**src/rtl/tps_tick_gen.sv**
```systemverilog
// Phase-accumulator tick generator: free-run or N-tick single-step,
// emitting one-cycle strobes at i_tps ticks per second of i_clk.
module tps_tick_gen #(
  parameter int unsigned REF_CLK_HZ = 50_000_000,
  parameter int unsigned TPS_W      = 32,
  parameter int unsigned STEP_W     = 16,
  parameter int unsigned CNT_W      = 32
) (
  input  logic              i_clk,
  input  logic              i_rst,
  input  logic [TPS_W-1:0]  i_tps,
  input  logic              i_en,
  input  logic              i_step,
  input  logic [STEP_W-1:0] i_step_n,
  input  logic              i_clr_count,
  output logic              o_tick,
  output logic              o_running,
  output logic              o_busy,
  output logic [CNT_W-1:0]  o_tick_count
);

  typedef enum logic [1:0] {
    IDLE,
    RUN,
    STEP
  } state_t;

  typedef logic [TPS_W:0]   acc_t;
  typedef logic [TPS_W+1:0] wide_t;

  localparam wide_t REF_V = wide_t'(REF_CLK_HZ);

  state_t            state;
  acc_t              acc;
  logic [STEP_W-1:0] remaining;

  wide_t tps_x;
  wide_t t_clamp;
  wide_t sum;
  logic  hit;
  logic  tick_set;
  acc_t  acc_nxt;

  // Clamp to the modulus so the accumulator can wrap at most once per cycle.
  always_comb begin
    tps_x    = wide_t'(i_tps);
    t_clamp  = (tps_x > REF_V) ? REF_V : tps_x;
    sum      = wide_t'(acc) + t_clamp;
    hit      = (sum >= REF_V);
    acc_nxt  = hit ? acc_t'(sum - REF_V) : acc_t'(sum);
    tick_set = (state != IDLE) && hit;
  end

  always_ff @(posedge i_clk) begin
    if (i_rst) begin
      state        <= IDLE;
      acc          <= '0;
      remaining    <= '0;
      o_tick       <= 1'b0;
      o_tick_count <= '0;
    end else begin
      o_tick <= tick_set;

      if (i_clr_count) begin
        o_tick_count <= '0;
      end else if (tick_set) begin
        o_tick_count <= o_tick_count + CNT_W'(1);
      end

      unique case (state)
        IDLE: begin
          if (i_en) begin
            state <= RUN;
            acc   <= '0;
          end else if (i_step && (i_step_n != '0)) begin
            state     <= STEP;
            remaining <= i_step_n;
            acc       <= '0;
          end
        end
        RUN: begin
          acc <= acc_nxt;
          if (!i_en) begin
            state <= IDLE;
          end
        end
        STEP: begin
          acc <= acc_nxt;
          if (i_en) begin
            state     <= RUN;
            remaining <= '0;
          end else if (hit) begin
            // Final tick and return to IDLE share one edge.
            if (remaining == STEP_W'(1)) begin
              state     <= IDLE;
              remaining <= '0;
            end else begin
              remaining <= remaining - STEP_W'(1);
            end
          end
        end
        default: begin
          state <= IDLE;
        end
      endcase
    end
  end

  assign o_running = (state == RUN);
  assign o_busy    = (state == STEP);

endmodule
```
**config.mk**
```make
export PLATFORM = sky130hd
export DESIGN_NAME = tps_tick_gen
export DESIGN_NICKNAME = d
export VERILOG_FILES = /design/src/rtl/tps_tick_gen.sv
export SDC_FILE = /design/constraint.sdc
export NUM_CORES = 1
export LEC_CHECK = 0
export ABC_AREA = 1
export CORE_UTILIZATION = 35
export DETAILED_ROUTE_END_ITERATION = 7
export PLACE_DENSITY = 0.54
export SLEW_MARGIN = 20
export SYNTH_ARGS = -nofsm -noshare
export SYNTH_HDL_FRONTEND = slang
export SYNTH_SLANG_ARGS = --single-unit
```
**constraint.sdc**
```tcl
create_clock -name i_clk -period 4.5 [get_ports i_clk]
set_input_delay 0.9 -clock i_clk [delete_from_list [all_inputs] [get_ports i_clk]]
set_output_delay 0.9 -clock i_clk [all_outputs]
set_load 0.02 [all_outputs]
```
# ---- After elaboration in Yosys (flattened, before gate mapping)
# Index checks and enable logic that the tools add are counted.
dict set report word_totals {
  register_bits 84
  wordCells 50
}
dict set report op_classes {
  add_sub_neg 4
  n_lt_le_gt_ge 2
  n_eq_ne 9
  n_mux 18
  reduce_logical 12
}
# op n
set op_table {}
lappend op_table {{33-bit 2-to-1 mux} 3}
lappend op_table {{16-bit 2-to-1 mux} 5}
lappend op_table {{33-bit one-hot mux with 2 select lines} 1}
lappend op_table {{33-bit by 32-bit adder with 34-bit output} 1}
lappend op_table {{34-bit by 26-bit >= comparator with 1-bit output, second input constant} 1}
lappend op_table {{33-bit by 26-bit subtractor with 33-bit output, second input constant} 1}
lappend op_table {{32-bit by 1-bit adder with 32-bit output, second input constant} 1}
lappend op_table {{32-bit by 26-bit greater-than comparator with 1-bit output, second input constant} 1}
lappend op_table {{32-bit 2-to-1 mux} 1}
lappend op_table {{16-bit one-hot mux with 2 select lines} 1}
lappend op_table {{16-bit by 1-bit equality test with 1-bit output, second input constant} 1}
lappend op_table {{16-bit nonzero test} 1}
lappend op_table {{16-bit by 1-bit subtractor with 16-bit output, second input constant} 1}
lappend op_table {{2-bit 2-to-1 mux} 6}
lappend op_table {{4-bit AND reduction} 2}
lappend op_table {{2-bit inequality test, second input constant} 3}
lappend op_table {{3-bit by 2-bit inequality test with 1-bit output, second input constant} 2}
lappend op_table {{2-bit one-hot mux with 3 select lines} 1}
lappend op_table {{2-bit nonzero test} 3}
lappend op_table {{2-bit OR reduction} 2}
lappend op_table {{3-bit inequality test, second input constant} 1}
lappend op_table {{2-bit by 1-bit equality test with 1-bit output, second input constant} 1}
lappend op_table {{2-bit equality test, second input constant} 1}
lappend op_table {{1-bit logical AND} 2}
lappend op_table {{2 further kinds} 2}

# ---- Depth between registers and ports, before layout
# Gate-level depths: netlist (run 1).
dict set report logic_depth {
  depth_word 7
  depth_mapped 34
  depth_no_buf 33
}

# ---- Least setup slack after synthesis (run 1)
# No wires, ideal clock.
dict set report synth_path {
  path_type {input -> register}
  from {in i_tps[26]}
  to {reg o_tick_count[15]}
  setup_time_ns 0.142
  arrival_time_ns 4.565
  required_time_ns 4.358
  path_slack_ns -0.207
  stages 31
  n_path_buf 3
  cell_sequence {nor4_1 nand2_1 nor3b_1 nand2_1 nand2_1 nand2_1 inv_1 buf_1 nor2_1 ha_1 fa_1 nand3_1 nand3_1 nand2_1 nand2_1 nand2_1 nand2_2 nand3_1 nand2_1 nand2_1 nand2_1 nor2_1 nand2_1 nor2_2 nand3_4 nand2_4 inv_2 buf_6 buf_8 nand2_2 a21oi_2}
}
dict set report synth_via {
  elab_chain_cells 5
}
# element line_no
set synth_lines {}
lappend synth_lines {{start, declared} 11} ;# input logic [TPS_W-1:0] i_tps,
lappend synth_lines {{32-bit by 26-bit greater-than comparator with 1-bit output} 47} ;# t_clamp = (tps_x > REF_V) ? REF_V : tps_x;
lappend synth_lines {{32-bit 2-to-1 mux *} 47}
lappend synth_lines {{33-bit by 32-bit adder with 34-bit output *} 48} ;# sum = wide_t'(acc) + t_clamp;
lappend synth_lines {{34-bit by 26-bit >= comparator with 1-bit output *} 49} ;# hit = (sum >= REF_V);
lappend synth_lines {{1-bit logical AND *} 51} ;# tick_set = (state != IDLE) && hit;
lappend synth_lines {{end signal, assigned} 67} ;# o_tick_count <= o_tick_count + CNT_W'(1);
lappend synth_lines {{end, declared} 19} ;# output logic [CNT_W-1:0] o_tick_count
# Every way passes the cells marked *; elsewhere a longest branch is shown, timed or not.
# A chain may end at the register's enable or synchronous reset.

# ---- Final worst setup path (run 1)
dict set report layout_path {
  from {in i_tps[27]}
  to {reg acc[22]}
}
dict set report layout_via {
  elab_chain_cells 6
  elab_cells_between_ends 7
  cone_classes {2 x add/sub; 2 x order compare; 3 x mux}
}
# element line_no
set layout_lines {}
lappend layout_lines {{32-bit by 26-bit greater-than comparator with 1-bit output} 47}
lappend layout_lines {{32-bit 2-to-1 mux *} 47}
lappend layout_lines {{33-bit by 32-bit adder with 34-bit output *} 48}
lappend layout_lines {{33-bit by 26-bit subtractor with 33-bit output / 34-bit by 26-bit >= comparator with 1-bit output (equally long branches)} {50, 49}}
lappend layout_lines {{33-bit 2-to-1 mux *} 50} ;# acc_nxt = hit ? acc_t'(sum - REF_V) : acc_t'(sum);
lappend layout_lines {{33-bit one-hot mux with 2 select lines *} 70} ;# unique case (state)
lappend layout_lines {{end signal, assigned} 82} ;# acc <= acc_nxt;
lappend layout_lines {{end signal, assigned} 88} ;# acc <= acc_nxt;
lappend layout_lines {{end, declared} 34} ;# acc_t acc;
# Marked as above.

==> results of run 1 <==
## worst paths after layout
kind	end	slack [ns]	cells past startpoint
setup reg to reg	acc[22]	1.44	20
setup / recovery	acc[22]	-0.02	31
hold reg to reg	acc[27]	0.47	2
hold / removal	acc[27]	0.47	2
## where the power goes
part	internal (uW)	leakage, uW	total [uW]	switching, uW
clock	446	0.000152	841	394
sequential	792	0.000681	846	53.3
combinational	1300	0.00565	2940	1650
## cells in the mapped netlist (2+ instances only)
master / number
sky130_fd_sc_hd__nand3_1: 130
sky130_fd_sc_hd__a21oi_2: 15
sky130_fd_sc_hd__nand2_2: 23
sky130_fd_sc_hd__or2_2: 2
sky130_fd_sc_hd__nor3_1: 26
sky130_fd_sc_hd__o21ai_1: 2
sky130_fd_sc_hd__o21ai_0: 31
sky130_fd_sc_hd__nor2_2: 11
sky130_fd_sc_hd__nor4_1: 17
sky130_fd_sc_hd__clkbuf_1: 15
sky130_fd_sc_hd__inv_1: 189
sky130_fd_sc_hd__buf_2: 7
sky130_fd_sc_hd__ha_1: 40
sky130_fd_sc_hd__nor2_1: 161
sky130_fd_sc_hd__a21oi_1: 83
sky130_fd_sc_hd__xnor2_1: 7
sky130_fd_sc_hd__nor3_2: 2
sky130_fd_sc_hd__clkinv_1: 3
sky130_fd_sc_hd__nand4_1: 29
sky130_fd_sc_hd__nand3b_1: 11
sky130_fd_sc_hd__nand3_2: 4
sky130_fd_sc_hd__nand2_1: 564
sky130_fd_sc_hd__a22oi_1: 2
sky130_fd_sc_hd__dfxtp_1: 84
sky130_fd_sc_hd__nor3b_1: 2
sky130_fd_sc_hd__inv_2: 24
sky130_fd_sc_hd__buf_1: 4
sky130_fd_sc_hd__a32oi_1: 5
sky130_fd_sc_hd__nand2_4: 3
sky130_fd_sc_hd__a21boi_0: 2
sky130_fd_sc_hd__buf_6: 3
sky130_fd_sc_hd__xor2_1: 32
## sequential cells by signal, indices dropped and copies added, names as in the netlist
register	count
acc	33
o_tick	1
o_tick_count	32
remaining	16
state	2
## per-stage QoR
stage | hold WS [ns] | power, uW | setup TNS (ns) | cell area (um2) | setup WS, ns
floorplan | 0.4491 | 2183 | 0 | 8670 | 0.02793
global placement | 0.4578 | 3133 | -68.71 | 11450 | -0.9772
detailed placement | 0.4637 | 3145 | -73.28 | 11450 | -1.043
CTS | 0.4769 | 4332 | -0.1787 | 12810 | -0.02850
global route | 0.4890 | 4935 | -12.61 | 13490 | -0.2358
finish | 0.4696 | 4631 | -0.03624 | 13490 | -0.01991
## critical path, delay by kind of cell
kind	cells	cell delay (ns)
and+or+nand+nor	22	2.63
buffers and inverters	6	0.76
adders and majority gates	1	0.25
AOI/OAI and AO/OA	2	0.23
## layout make-up
type / count / area [um2]
inverters: 216 / 825.8
fillers: 2488 / 10760
flip-flops and latches: 84 / 1682
repair buffers: 350 / 3007
clock inverters: 7 / 91.34
multi-input cells: 1223 / 7251
clock buffers: 9 / 225.2
well taps: 324 / 405.4
## timing repair
action,in CTS,in global routing
pin swaps,51,83
setup buffers,33,16
gates resized for setup,214,176
cloned,4,0
endpoints found under the setup margin,77,77
## cell families after synthesis
family / synth area share
AO/OA/AOI/OAI: 0.09831
buffers and inverters: 0.1119
AND/OR/NAND/NOR: 0.4946
adder cells (fa/ha/maj): 0.06032
XOR/XNOR: 0.03958
other: 0.0004346
flip-flops: 0.1949
## routing by layer
metal	routed length, um	vias up
met5	0	-
met1	15140	4969
met3	1332	38
li1	-	5604
met4	749	0
met2	15280	238
==> results.sh, run 1 <==
export IMPL_setup_viol=3
export IMPL_number_of_global_route_vias_before_repair=10505
export IMPL_timing_clock_skew_ns=0.01315
export IMPL_final_worst_path_setup_slack_ns=-0.01991
export IMPL_io_pins=88
export IMPL_dieHeight_um=159.0
export IMPL_ys_ff_latch=84
export IMPL_vdd_ir_drop_max_mv=0.2928
export IMPL_clk_insertion_delay_late_ns=0.37
export IMPL_layout_min_cycle_time_ns=4.520
export IMPL_area_delta_synth_final_pct=56.29
export IMPL_grt_start_max_net_pins=36
export IMPL_grt_util_met3=0.03412
export IMPL_setup_worst_path_end_class="flop"
export IMPL_worst_ep_required_time_ns=4.74
export IMPL_drt_drc_violations_left=0
export IMPL_hold_path_class="flop to flop"
export IMPL_mean_routed_wirelength_per_cell_um=14.69
export IMPL_gp_congestion=0.9025
export IMPL_postSynthAreaPerCell_um2=5.575
export IMPL_netlist_top_cell_by_area="sky130_fd_sc_hd__nand2_1"
export IMPL_fmax_mhz=221.2
export IMPL_grt_overflow_total=0
export IMPL_setup_worst_path_start="i_tps[27]"
export IMPL_floorplan_rows=57
export IMPL_crit_reg2reg_launch="acc[21]"
export IMPL_holdBufCountCts=0
export IMPL_detailedPlacementHpwl_um=23800
export IMPL_max_cap_viol_count=0
export IMPL_critical_path_arrival_ns=4.76
export IMPL_tightestPinTransition_ns=0.9867
export IMPL_die_area_um2=25290
export IMPL_place_detailed_instances=2145
export IMPL_synth_cell_area_um2=8630
export IMPL_drtIter0Drc=577
export IMPL_finalHoldViolCount=0
export IMPL_crit_path_start_kind="primary input"
export IMPL_finalCoreUtilization=0.5562
export IMPL_power_density_cell_area_nw_per_um2=343.4
export IMPL_max_slew_margin_rel=0.3415
export IMPL_ys_flop_type="sky130_fd_sc_hd__dfxtp_1"
export IMPL_result_of_the_run="finished with violations"
export IMPL_asyncSetResetFlopFracSynth=0
export IMPL_met1_usage=0.3247
export IMPL_synthesis_yosys_warnings=0
export IMPL_clk_root_buffer_cell="sky130_fd_sc_hd__clkbuf_16"
export IMPL_core_um2=24250
export IMPL_clk_transition_reported_paths_ns=0.08
export IMPL_crit_type="primary input to flop"
export IMPL_initial_core_util=0.3559
export IMPL_synth_enable_flop_cells=0
export IMPL_die_width_um=159.0
export IMPL_critPathMaxFanout=6
export IMPL_layout_cells_most_common_list="sky130_fd_sc_hd__nand2_1 (480), sky130_fd_sc_hd__buf_4 (239), sky130_fd_sc_hd__inv_1 (174), sky130_fd_sc_hd__nor2_1 (110), sky130_fd_sc_hd__nand3_1 (94)"
export IMPL_tritoncts_num_buffers=9
export IMPL_clockBufferDepth=2
export IMPL_critical_path_max_stage_delay_ns=0.29
export IMPL_post_route_cells_drive_above_1_share=0.3287
export IMPL_routing_layer_with_the_top_usage_in_global_route="met2"
export IMPL_synthTopCellsByArea="sky130_fd_sc_hd__nand2_1 (25%), sky130_fd_sc_hd__dfxtp_1 (19%), sky130_fd_sc_hd__inv_1 (8.2%)"
export IMPL_fin_cells=2213
export IMPL_cts_tree="yes"
export IMPL_netlist_cell_type_count=47
export IMPL_clock_tree_htree_level_count=3
export IMPL_initial_antenna_violation_count=0
export IMPL_io_buffer_count=87
export IMPL_wirelength_um=32510
export IMPL_grt_total_usage=0.2514
export IMPL_clock_sink_count=84
export IMPL_design_final_nets=1978
export IMPL_timing_final_max_slew_violations=0
export IMPL_leakagePower_uw=0.006480
export IMPL_worst_path_most_repeated_cell="sky130_fd_sc_hd__nand2_2"
export IMPL_route_detailed_vias_per_inst=4.902
export IMPL_route_antenna_remaining_nets=0
export IMPL_commonest_non_fill_non_tap_cell_in_the_layout="sky130_fd_sc_hd__nand2_1"
export IMPL_unrepaired_setup_endpoints_after_global_routing="true"
export IMPL_gr_usage_met2=0.4262
export IMPL_ant_diodes=0
export IMPL_crit_path_top_delay_cell="sky130_fd_sc_hd__nor4_4"
export IMPL_drt_first_pass_iters=7
export IMPL_via_count=10849
export IMPL_synth_top_cell_area_share=0.2453
export IMPL_global_route_wire_length_before_repair_um=51320
export IMPL_yosysSeqAreaShare=0.1949
export IMPL_min_period_over_period=1.004
export IMPL_min_delay_start="acc[27]"
export IMPL_failed_checks="setup timing"
export IMPL_post_synth_inst_count=1548
No activity file was read; power rests on OpenSTA's default activity.
==> run 2, diff against run 1 <==
--- a/config.mk
+++ b/config.mk
@@ -7,6 +7,7 @@
 export LEC_CHECK = 0
 export ABC_AREA = 1
 export CORE_UTILIZATION = 35
+export CTS_BUF_LIST = sky130_fd_sc_hd__clkbuf_4 sky130_fd_sc_hd__clkbuf_8
 export DETAILED_ROUTE_END_ITERATION = 7
 export PLACE_DENSITY = 0.54
 export SLEW_MARGIN = 20
==> results.sh, run 2 (same netlist as run 1, synthesis figures left out) <==
export IMPL_floorplan_rows=57
export IMPL_io_buffer_count=87
export IMPL_critical_path_reg2reg_endpoint="acc[16]"
export IMPL_design_final_nets=1975
export IMPL_timing_final_max_slew_violations=0
export IMPL_detailedPlacementHpwl_um=23800
export IMPL_critical_path_arrival_ns=4.89
export IMPL_area_delta_synth_final_pct=57.59
export IMPL_crit_reg2reg_launch="acc[23]"
export IMPL_layout_cells_most_common_list="sky130_fd_sc_hd__nand2_1 (457), sky130_fd_sc_hd__buf_4 (230), sky130_fd_sc_hd__inv_1 (172), sky130_fd_sc_hd__nand2_2 (109), sky130_fd_sc_hd__nor2_1 (106)"
export IMPL_worst_ep_required_time_ns=4.83
export IMPL_result_of_the_run="finished with violations"
export IMPL_crit_type="primary input to flop"
export IMPL_post_route_cells_drive_above_1_share=0.3484
export IMPL_ff_latch_area_um2=1682
export IMPL_clock_sink_count=84
export IMPL_multi_input_area_um2=7453
export IMPL_power_density_cell_area_nw_per_um2=328.7
export IMPL_fillerInstances=2466
export IMPL_critPathMaxFanout=7
export IMPL_fmax_mhz=219.5
export IMPL_aggregate_negative_setup_slack_ns=-0.1414
export IMPL_placement_setup_worst_slack_ns=-1.043
export IMPL_die_area_um2=25290
export IMPL_unrepaired_setup_endpoints_after_global_routing="true"
export IMPL_whs_path_depth=2
export IMPL_dieHeight_um=159.0
export IMPL_critical_path_max_stage_delay_ns=0.32
export IMPL_route_detailed_vias_per_inst=4.937
export IMPL_worstSetupPathDepth=28
export IMPL_setup_reg_to_reg_worst_slack_ns=1.39
export IMPL_clock_tree_htree_level_count=3
export IMPL_max_cap_viol_count=0
export IMPL_gp_congestion=0.9025
export IMPL_route_antenna_remaining_nets=0
export IMPL_hold_path_endpoint="acc[27]"
export IMPL_timing_clock_skew_ns=0.02319
export IMPL_drt_first_pass_iters=5
export IMPL_io_pins=88
export IMPL_ant_diodes=0
export IMPL_number_of_global_route_vias_before_repair=10396
export IMPL_drt_drc_violations_left=0
export IMPL_initial_antenna_violation_count=0
export IMPL_path_delay_family="simple AND/OR/NAND/NOR gates"
export IMPL_cts_tree="yes"
export IMPL_final_worst_path_setup_slack_ns=-0.05666
export IMPL_grt_overflow_total=0
export IMPL_layout_min_cycle_time_ns=4.557
export IMPL_failed_checks="setup timing"
export IMPL_finalHoldViolCount=0
export IMPL_tightestPinTransition_ns=0.9823
export IMPL_holdBufCountCts=0
export IMPL_worstPathBufferInverterCount=8
export IMPL_worst_r2r_cell_count=17
export IMPL_crit_path_top_delay_cell="sky130_fd_sc_hd__ha_4"
export IMPL_via_count=10911
export IMPL_hold_path_class="flop to flop"
export IMPL_regMostFlops="acc"
export IMPL_initial_core_util=0.3559
export IMPL_wirelength_um=32700
export IMPL_min_period_over_period=1.013
export IMPL_crit_path_start_kind="primary input"
export IMPL_leakagePower_uw=0.006471
export IMPL_max_slew_margin_rel=0.3451
export IMPL_clk_insertion_delay_late_ns=0.41
export IMPL_grt_total_usage=0.2490
export IMPL_tritoncts_num_buffers=9
export IMPL_global_route_wire_length_before_repair_um=50910
export IMPL_core_um2=24250
export IMPL_clockBufferDepth=2
export IMPL_vdd_ir_drop_max_mv=0.2779
export IMPL_largest_register_ff_count=33
export IMPL_die_width_um=159.0
export IMPL_min_delay_start="acc[27]"
export IMPL_finalCoreUtilization=0.5608
export IMPL_mean_routed_wirelength_per_cell_um=14.80
export IMPL_largest_registers_in_the_final_layout="acc x33, o_tick_count x32, remaining x16"
export IMPL_commonest_non_fill_non_tap_cell_in_the_layout="sky130_fd_sc_hd__nand2_1"
export IMPL_setup_viol=7
export IMPL_clk_root_buffer_cell="sky130_fd_sc_hd__clkbuf_8"
export IMPL_drtIter0Drc=478
export IMPL_setup_worst_path_end_class="flop"
export IMPL_clk_transition_reported_paths_ns=0.12
export IMPL_grt_start_max_net_pins=36
==> run 2: how the worst max path moves through the flow <==
stage	startpoint	to	slack (ns)
floorplan	i_tps[26]	o_tick_count[15]	0.03
global placement	i_tps[22]	state[0]	-0.98
detailed placement	i_tps[22]	state[0]	-1.04
CTS	i_tps[31]	acc[16]	-0.02
global route	i_tps[25]	acc[16]	-0.26
finish	i_tps[25]	acc[16]	-0.06
==> run 2: cell type report <==
class	count	area share
well taps	324	0.02981
flip-flops and latches	84	0.1237
inverters	216	0.06072
clock buffers	9	0.009108
clock inverters	7	0.006716
multi-input cells	1223	0.5481
repair buffers	347	0.2219
==> run 2: per-stage QoR <==
| stage | area (um2) | hold slack, ns | std cells | total power, uW |
|---|---|---|---|---|
| 2_1_floorplan | 8670 | 0.4491 | 1553 | 2183 |
| 3_3_place_gp | 11450 | 0.4578 | 2145 | 3133 |
| 3_5_place_dp | 11450 | 0.4637 | 2145 | 3145 |
| 4_1_cts | 12560 | 0.4825 | 2187 | 4058 |
| 5_1_grt | 13600 | 0.4946 | 2210 | 4774 |
| 6_report | 13600 | 0.4754 | 2210 | 4469 |
==> run 2: routing by layer <==
metal  track usage  routed length (um)
met1        0.3223               14720
met2        0.4258               15600
met3       0.03595                1681
met4       0.07605                 708
met5             0                   0
==> run 2: what timing repair did <==
item / CTS / global route
cloned: 3 / 3
resized for setup: 192 / 246
setup endpoints to repair: 77 / 77
setup buffers: 23 / 20
pin swaps: 53 / 108
endpoints found under the hold margin: 0 / 0
==> run 2: tightest hold or removal path: cells and delay by family, from the launching register on <==
family	cells	cell delay [ns]
DFF	1	0.33
AOI/OAI and AO/OA	1	0.05
and+or+nand+nor	1	0.06
==> run 2: power breakdown <==
part / internal [uW] / leakage, uW / total (uW) / switching [uW]
clock: 272 / 0.000106 / 646 / 374
sequential: 793 / 0.000681 / 851 / 58.6
combinational: 1300 / 0.00568 / 2970 / 1670
total: 2370 / 0.00647 / 4470 / 2100
==> run 3, diff against run 2 <==
--- a/config.mk
+++ b/config.mk
@@ -7,7 +7,6 @@
 export LEC_CHECK = 0
 export ABC_AREA = 1
 export CORE_UTILIZATION = 35
-export CTS_BUF_LIST = sky130_fd_sc_hd__clkbuf_4 sky130_fd_sc_hd__clkbuf_8
 export DETAILED_ROUTE_END_ITERATION = 7
 export PLACE_DENSITY = 0.54
 export SLEW_MARGIN = 20
==> constraint.sdc (replaced) <==
create_clock -name i_clk -period 4.5 [get_ports i_clk]
set_input_delay 0.675 -clock i_clk [delete_from_list [all_inputs] [get_ports i_clk]]
set_output_delay 0.675 -clock i_clk [all_outputs]
set_load 0.02 [all_outputs]
==> results.sh, run 3 (same netlist as run 1, synthesis figures left out) <==
export IMPL_timing_clock_skew_ns=0.01413
export IMPL_total_power_uw=4659
export IMPL_design_final_nets=1984
export IMPL_result_of_the_run="completed"
export IMPL_worst_ep_required_time_ns=4.80
export IMPL_worst_r2r_cell_count=22
export IMPL_fin_cells=2219
export IMPL_internal_power_uw=2568
export IMPL_area_delta_synth_final_pct=60.06
export IMPL_tritoncts_num_buffers=9
export IMPL_drt_first_pass_iters=6
export IMPL_clock_sink_count=84
export IMPL_p_seq_frac=0.182
export IMPL_mean_routed_wirelength_per_cell_um=14.58
export IMPL_unrepaired_setup_endpoints_after_global_routing="true"
export IMPL_grt_overflow_total=0
export IMPL_clk_transition_reported_paths_ns=0.08
export IMPL_dieHeight_um=159.0
export IMPL_critPathMaxFanout=8
export IMPL_ant_diodes=0
export IMPL_initial_core_util=0.3559
export IMPL_setup_worst_path_end_class="flop"
export IMPL_hold_path_endpoint="acc[29]"
export IMPL_clk_root_buffer_cell="sky130_fd_sc_hd__clkbuf_16"
export IMPL_crit_path_start_kind="primary input"
export IMPL_max_slew_margin_rel=0.4214
export IMPL_worst_path_most_repeated_cell="sky130_fd_sc_hd__nor2_4"
export IMPL_comb_power_share=0.640
export IMPL_cts_tree="yes"
export IMPL_die_area_um2=25290
export IMPL_floorplan_rows=57
export IMPL_global_route_wire_length_before_repair_um=50640
export IMPL_critical_path_reg2reg_endpoint="acc[24]"
export IMPL_grt_start_max_net_pins=36
export IMPL_grt_total_usage=0.2482
export IMPL_io_pins=88
export IMPL_drt_drc_violations_left=0
export IMPL_critical_path_max_stage_delay_ns=0.36
export IMPL_place_detailed_instances=2143
export IMPL_finalHoldViolCount=0
export IMPL_min_delay_start="acc[29]"
export IMPL_fmax_mhz=226.5
export IMPL_critical_path_arrival_ns=4.71
export IMPL_detailedPlacementHpwl_um=23720
export IMPL_initial_antenna_violation_count=0
export IMPL_setup_viol=0
export IMPL_layout_min_cycle_time_ns=4.416
export IMPL_largest_register_ff_count=33
export IMPL_placement_cell_area_um2=11390
export IMPL_gp_congestion=0.9432
export IMPL_largest_registers_in_the_final_layout="acc x33, o_tick_count x32, remaining x16"
export IMPL_p_sw_frac=0.4488
export IMPL_io_buffer_count=87
export IMPL_clk_insertion_delay_late_ns=0.36
export IMPL_regMostFlops="acc"
export IMPL_clock_tree_htree_level_count=3
export IMPL_leakagePower_uw=0.006647
export IMPL_commonest_non_fill_non_tap_cell_in_the_layout="sky130_fd_sc_hd__nand2_1"
export IMPL_post_route_cells_drive_above_1_share=0.3425
export IMPL_route_detailed_vias_per_inst=4.920
export IMPL_crit_type="primary input to flop"
export IMPL_drtIter0Drc=508
export IMPL_power_frac_clock=0.178
export IMPL_crit_path_top_delay_cell="sky130_fd_sc_hd__nor4_4"
export IMPL_number_of_global_route_vias_before_repair=10245
export IMPL_power_density_cell_area_nw_per_um2=337.3
export IMPL_fillerInstances=2382
export IMPL_min_period_over_period=0.9813
export IMPL_switching_power_uw=2091
export IMPL_max_cap_viol_count=0
export IMPL_tightestPinTransition_ns=0.8647
export IMPL_route_antenna_remaining_nets=0
export IMPL_clockBufferDepth=2
export IMPL_setup_reg_to_reg_worst_slack_ns=1.41
export IMPL_whs_path_depth=2
export IMPL_crit_reg2reg_launch="acc[21]"
export IMPL_timing_final_max_slew_violations=0
export IMPL_wirelength_um=32360
export IMPL_die_width_um=159.0
export IMPL_layout_cells_most_common_list="sky130_fd_sc_hd__nand2_1 (453), sky130_fd_sc_hd__buf_4 (242), sky130_fd_sc_hd__inv_1 (175), sky130_fd_sc_hd__nor2_1 (109), sky130_fd_sc_hd__nand2_2 (100)"
export IMPL_final_design_area_excluding_fillers_um2=13810
export IMPL_via_count=10918
export IMPL_hold_worst_slack_ns=0.4719
export IMPL_hold_path_class="flop to flop"
export IMPL_core_um2=24250
export IMPL_vdd_ir_drop_max_mv=0.2244
run 3: cell count changes in the layout (fill, tap and decap cells not counted), moves of 8 or more:
cell                             previous run  this run
sky130_fd_sc_hd__buf_4                    230       242
sky130_fd_sc_hd__clkbuf_8                   9         1
sky130_fd_sc_hd__nand2_2                  109       100
sky130_fd_sc_hd__dlymetal6s2s_1             3        11
sky130_fd_sc_hd__clkbuf_2                   9         1
sky130_fd_sc_hd__nand2_4                   24        35
run 3: timing repair:
item / 4_1_cts / 5_1_grt
hold buffers: 0 / 0
pin swaps: 38 / 115
gates resized for setup: 182 / 243
setup buffers: 38 / 23
cloned: 4 / 0
endpoints found under the setup margin: 77 / 77
run 3: worst max-delay path by stage:
stage	start	endpoint	slack, ns	cells after the start
2_1_floorplan	i_tps[26]	o_tick_count[15]	0.02	31
3_3_place_gp	i_tps[22]	o_tick_count[4]	-0.83	28
3_5_place_dp	i_tps[22]	o_tick_count[22]	-0.90	27
4_1_cts	i_tps[13]	acc[15]	-0.005	31
5_1_grt	i_tps[31]	acc[12]	-0.14	30
6_report	i_tps[27]	acc[24]	0.08	29
run 3: area by class of cell:
cell class	count	area (um2)	area share
Clock buffer	10	239.0	0.01730
Tap cell	324	405.4	0.02935
Inverter	216	820.8	0.05943
Timing Repair Buffer	356	3099	0.2244
Clock inverter	6	70.07	0.005073
Sequential cell	84	1682	0.1217
Multi-Input combinational cell	1223	7496	0.5427
run 3: metal layers:
metal  vias to the layer above  global-route usage  share of wire
met1                      4998              0.3280           0.45
li1                       5617                   -              -
met3                        33             0.02006          0.043
met2                       270              0.4356           0.49
met4                         0             0.05988          0.017
met5                         -                   0              0
run 3: through the flow:
stage / worst slack [ns] / setup TNS [ns] / utilization
global route: -0.1366 / -2.327 / 0.5696
detailed placement: -0.9001 / -61.99 / 0.4697
CTS: -0.005428 / -0.005428 / 0.5284
floorplan: 0.01787 / 0 / -
global placement: -0.8291 / -58.31 / 0.4697
finish: 0.08407 / 0 / 0.5696
run 3: power by group through the flow:
| stage | Sequential (uW) | Combinational [uW] | Clock, uW |
|---|---|---|---|
| after floorplan | 841 | 1340 | 0 |
| after global placement | 855 | 2250 | 0 |
| after detailed placement | 856 | 2280 | 0 |
| after CTS | 840 | 2570 | 845 |
| after global routing | 853 | 3250 | 865 |
| final | 847 | 2980 | 830 |
run 3: worst max-delay path: cells and delay by family:
| family | cells | cell delay [ns] |
|---|---|---|
| adder cells (fa/ha/maj) | 1 | 0.20 |
| AO/OA/AOI/OAI | 1 | 0.14 |
| AND/OR/NAND/NOR | 19 | 2.60 |
| buffers and inverters | 8 | 1.06 |
